==> src/rtl/count_seq_pkg.sv <==
// Shared types and default parameters for the count sequencer.
// Other files in this slice import this package.
package count_seq_pkg;

  localparam int DEF_WIDTH      = 4;
  localparam int DEF_GAP_CYCLES = 2;

  typedef enum logic [2:0] {
    ST_IDLE = 3'd0,
    ST_LOAD = 3'd1,
    ST_RUN  = 3'd2,
    ST_DONE = 3'd3,
    ST_GAP  = 3'd4
  } state_t;

endpackage

==> src/rtl/seq_counter_core.sv <==
// Counter datapath for the sequencer.
// When several controls are high, clear wins over enable; with neither, the value holds.
module seq_counter_core
  import count_seq_pkg::*;
#(
  parameter int WIDTH = DEF_WIDTH
) (
  input  logic             clk,
  input  logic             reset,
  input  logic             clear,
  input  logic             enable,
  output logic [WIDTH-1:0] count
);

  logic [WIDTH-1:0] r_count;

  // Counter register: reset/clear to zero, otherwise step or hold.
  always_ff @(posedge clk) begin
    if (reset) begin
      r_count <= '0;
    end else if (clear) begin
      r_count <= '0;
    end else if (enable) begin
      r_count <= r_count + WIDTH'(1);
    end else begin
      r_count <= r_count;
    end
  end

  assign count = r_count;

endmodule

==> src/rtl/count_seq_ctrl.sv <==
// Run sequencer: IDLE -> LOAD -> RUN -> DONE (-> GAP -> LOAD in continuous mode).
// Owns the FSM, the start-time captures of limit/mode, and the saturating run counter.
module count_seq_ctrl
  import count_seq_pkg::*;
#(
  parameter int WIDTH      = DEF_WIDTH,
  parameter int GAP_CYCLES = DEF_GAP_CYCLES
) (
  input  logic             clk,
  input  logic             reset,
  input  logic             start,
  input  logic             stop,
  input  logic [WIDTH-1:0] limit,
  input  logic             mode,
  output logic [WIDTH-1:0] count,
  output logic             busy,
  output logic             done,
  output logic [7:0]       run_cnt
);

  // Last value of the gap counter before leaving GAP.
  localparam logic [3:0] GAP_LAST = (GAP_CYCLES > 0) ? 4'(GAP_CYCLES - 1) : 4'd0;

  state_t           r_state;
  state_t           w_next_state;
  logic [WIDTH-1:0] r_limit;
  logic             r_mode;
  logic [3:0]       r_gap_cnt;
  logic [7:0]       r_run_cnt;
  logic [WIDTH-1:0] w_count;
  logic             w_clear;
  logic             w_enable;
  logic             w_at_limit;
  logic             w_accept;

  assign w_at_limit = (w_count == r_limit);
  assign w_accept   = (r_state == ST_IDLE) && start && !stop;

  // Next-state and datapath controls; stop overrides every transition.
  always_comb begin
    w_next_state = r_state;
    w_clear      = 1'b0;
    w_enable     = 1'b0;
    case (r_state)
      ST_IDLE: begin
        if (w_accept) begin
          w_next_state = ST_LOAD;
        end else begin
          w_next_state = ST_IDLE;
        end
      end
      ST_LOAD: begin
        if (stop) begin
          w_next_state = ST_IDLE;
        end else begin
          w_next_state = ST_RUN;
          w_clear      = 1'b1;
        end
      end
      ST_RUN: begin
        if (stop) begin
          w_next_state = ST_IDLE;
        end else if (w_at_limit) begin
          w_next_state = ST_DONE;
        end else begin
          w_next_state = ST_RUN;
          w_enable     = 1'b1;
        end
      end
      ST_DONE: begin
        if (stop) begin
          w_next_state = ST_IDLE;
        end else if (r_mode) begin
          w_next_state = (GAP_CYCLES == 0) ? ST_LOAD : ST_GAP;
        end else begin
          w_next_state = ST_IDLE;
        end
      end
      ST_GAP: begin
        if (stop) begin
          w_next_state = ST_IDLE;
        end else if (r_gap_cnt == GAP_LAST) begin
          w_next_state = ST_LOAD;
        end else begin
          w_next_state = ST_GAP;
        end
      end
      default: begin
        w_next_state = ST_IDLE;
      end
    endcase
  end

  // State, captured run parameters, gap timer and completed-run counter.
  always_ff @(posedge clk) begin
    if (reset) begin
      r_state   <= ST_IDLE;
      r_limit   <= '0;
      r_mode    <= 1'b0;
      r_gap_cnt <= 4'd0;
      r_run_cnt <= 8'd0;
    end else begin
      r_state <= w_next_state;
      if (w_accept) begin
        r_limit <= limit;
        r_mode  <= mode;
      end else begin
        r_limit <= r_limit;
        r_mode  <= r_mode;
      end
      if (r_state == ST_GAP) begin
        r_gap_cnt <= r_gap_cnt + 4'd1;
      end else begin
        r_gap_cnt <= 4'd0;
      end
      // A stopped DONE does not count as a completed run.
      if ((r_state == ST_DONE) && !stop && (r_run_cnt != 8'hFF)) begin
        r_run_cnt <= r_run_cnt + 8'd1;
      end else begin
        r_run_cnt <= r_run_cnt;
      end
    end
  end

  seq_counter_core #(
    .WIDTH (WIDTH)
  ) u_core (
    .clk    (clk),
    .reset  (reset),
    .clear  (w_clear),
    .enable (w_enable),
    .count  (w_count)
  );

  assign count   = w_count;
  assign busy    = (r_state != ST_IDLE);
  assign done    = (r_state == ST_DONE);
  assign run_cnt = r_run_cnt;

endmodule

==> config.mk <==
export PLATFORM = sky130hd
export DESIGN_NAME = count_seq_ctrl
export DESIGN_NICKNAME = d
export VERILOG_FILES = /design/src/rtl/count_seq_pkg.sv /design/src/rtl/seq_counter_core.sv /design/src/rtl/count_seq_ctrl.sv
export SDC_FILE = /design/constraint.sdc
export NUM_CORES = 1
export LEC_CHECK = 0
export CORE_ASPECT_RATIO = 0.6
export CORE_MARGIN = 2
export CORE_UTILIZATION = 35
export DETAILED_ROUTE_END_ITERATION = 8
export PLACE_DENSITY = 0.62
export SETUP_SLACK_MARGIN = 0.1
export SYNTH_ARGS = -nofsm -noshare
export SYNTH_HDL_FRONTEND = slang
export SYNTH_SLANG_ARGS = --single-unit
==> constraint.sdc <==
create_clock -name clk -period 3.45 [get_ports clk]
set_input_delay 0.69 -clock clk [delete_from_list [all_inputs] [get_ports clk]]
set_output_delay 0.69 -clock clk [all_outputs]
set_load 0.02 [all_outputs]
==> impl_results.md <==
* Power per Cell Area at 336 nW/um^2
* Largest stage delay, worst path at 540 ps
* Slew Viols, Final at 0
* Post-Syn Area per Cell at 9.43 um^2
* Final setup TNS at 0 ps
* Die area at 3750 um^2
* Ys async rst share at 0%
* Slowest-stage cell, CP: clkdlybuf4s50_1
* Critical path's top delay family: buffers and inverters
* Synth top cells by count: 24 x dfxtp_1, 23 x nor2_1, 12 x xor2_1
* Global-route wire length before repair at 3860 um
* Final Hold Viols at 0
* Reg2Reg Depth at 5
* Register-to-register setup slack at 1790 ps
* GP Congestion at 0.756
* Top-count cell post-synth: dfxtp_1
* Core region area at 2980 um^2
* Nets at 158
* Fin crit share at 69.3%
* I/O pin count at 23
* # hold bufs at CTS at 0
* Hold endpoint: r_gap_cnt[0]
* Post-synth EDFFs at 0
* Routed Antenna Nets at 0
* Leakage at 0.000560 uW
* CP max FO at 11
* RSZ-0062 raised after global routing: no
* 1st-iter DRT viols at 31
* Port bufs at 22
* Fmax at 418 MHz
* GR Overflow Total at 0
* Die Y at 48.2 um
* Share of layout cells above drive strength 1 at 7.69%
* Worst Skew at 4.31 ps
* Finished Cell Area at 1440 um^2
* Maximum vdd drop at 0.186 mV
* HPWL Detailed at 1800 um
* Largest net degree at the start of global routing at 21
* Drt total wl at 2390 um
* Area Overhead vs Synth at 26.1%
* Net Count, Synth at 134
* H-Tree Depth at 1
* Fin crit period at 2390 ps
* Crit path DAT at 1700 ps
* Routed len/inst at 12.9 um
* Setup CP Type: flip-flop to output port
* Synth Flop Type: dfxtp_1
* Slew margin rel. at 53.3%
* Total GRT Usage at 13.9%
* DRT Pass-1 Iters at 4
* DR vias/cell at 4.92
* FF+latch count, synth at 24
* Number of remaining DRC errors at 0
* Routed via count at 911
* Post-layout util at 48.2%
* Clock Path Buffers at 2
* Root buffer cell: clkbuf_8
* Required time at the worst-slack endpoint at 2760 ps
* Clk slew on worst S/H paths at 80 ps
* CP Cell Sequence: or3_2 -> clkdlybuf4s50_1
* Hold Path Class: flip-flop to flip-flop
* Initial cell density of the core at 38.2%
* MaxCap Viol Count at 0
* Syn. warnings at 0
* Inserted Clock Buffers at 3
* Final Setup Violations at 0
* Synthesized instance count at 121
* Synth cell types at 34
* # diodes at 0
* Sequential fraction of the synthesis area at 42.1%
* Synth top area cells: dfxtp_1 42%, xor2_1 9.2%, nor2_1 7.6%
* Outcome: finished, final reports clean
* Sink Count at 24
* Synth top area share at 42.1%
* CTS tree: built
* Post-CTS setup buffer count at 0
* Clk Latency, worst-skew pair at 260 ps
* HP Start: r_gap_cnt[0]
* Site Rows at 15
* Fillers at 291
* Worst r2r dst: run_cnt[1]
* Placed instance area at 1400 um^2
* Crit path launch type: flip-flop
* Post-Syn Area at 1140 um^2
* Post-synth top area cell: dfxtp_1
* Reg-to-Reg Start: run_cnt[0]
* Die width at 77.7 um
* Crit path buf inv count at 1
* Critical Path Sink Type: output port
* Initial antenna violation count at 0
* CTS resizes at 0
* Vias in the first global route at 821
* Slew @ Worst Pin at 698 ps
* Cell count of the worst hold path at 1
## per-layer routing
layer,share of wire [%],global-route usage (%),wire length [um]
met2,39,21.0,943
met1,54,19.3,1300
met3,6.0,5.37,143
met5,0,0,0
met4,0.29,2.14,7
## how the worst max path moves through the flow
stage,startpoint,end,slack (ps),cells past startpoint
4_1_cts,r_state[1],busy,1060,2
3_5_place_dp,stop,run_cnt[5],1040,5
2_1_floorplan,stop,run_cnt[5],1760,4
6_report,r_state[2],busy,1060,2
5_1_grt,r_state[0],busy,1010,2
3_3_place_gp,stop,run_cnt[5],1100,5
## area by class of cell
cell class | count | area [um^2] | area share (%)
multi-input combinational | 92 | 637 | 44.3
inverter | 2 | 7.51 | 0.522
sequential | 24 | 480 | 33.4
tap | 42 | 52.6 | 3.65
clock buffer | 3 | 41.3 | 2.87
timing repair buffer | 22 | 220 | 15.3
## flip-flops by register name, indices dropped and copies added, names as in the netlist
signal	cells
run_cnt	8
r_gap_cnt	4
r_limit	4
u_core.count	4
r_state	3
r_mode	1
## kinds of logic (layout without fill, tap and decap cells)
| kind of cell | Yosys count | count (layout) | synth area share, % |
|---|---|---|---|
| muxes | 6 | 6 | 5.26 |
| and+or+nand+nor | 52 | 52 | 25.1 |
| adders and majority gates | 4 | 4 | 4.39 |
| buffers and inverters | 5 | 27 | 2.08 |
| AOI/OAI and AO/OA | 16 | 16 | 10.3 |
| DFF | 24 | 24 | 42.1 |
| xor gates and xnor gates | 14 | 14 | 10.7 |
## power breakdown
| group | switching [uW] | internal [uW] | total (uW) |
|---|---|---|---|
| registers | 4.21 | 281 | 285 |
| logic | 17.8 | 19.5 | 37.3 |
| clock network | 83.1 | 78.0 | 161 |
| total | 105 | 378 | 483 |
## cell usage in the layout (no fill, tap or decap), drive strengths merged, types with 2 or more instances in the layout
| master | n |
|---|---|
| ha | 4 |
| mux2i | 6 |
| and3 | 2 |
| clkdlybuf4s50 | 22 |
| or3 | 3 |
| nor2 | 23 |
| clkbuf | 3 |
| nor4 | 2 |
| nor4b | 2 |
| o211ai | 3 |
| nand3 | 5 |
| nand2 | 6 |
| xor2 | 12 |
| xnor2 | 2 |
| or2 | 3 |
| dfxtp | 24 |
| inv | 2 |
| a21oi | 2 |
| o21ai | 5 |
## stage by stage
| stage | std cells | worst slack (ps) | total power, uW | hold WS [ps] |
|---|---|---|---|---|
| detailed placement | 182 | 1040 | 329 | 478 |
| global placement | 182 | 1100 | 327 | 453 |
| floorplan | 121 | 1760 | 312 | 433 |
| finish | 185 | 1060 | 483 | 486 |
| CTS | 185 | 1060 | 490 | 496 |
| global route | 185 | 1010 | 504 | 510 |
Power figures use the tool's default switching activity.
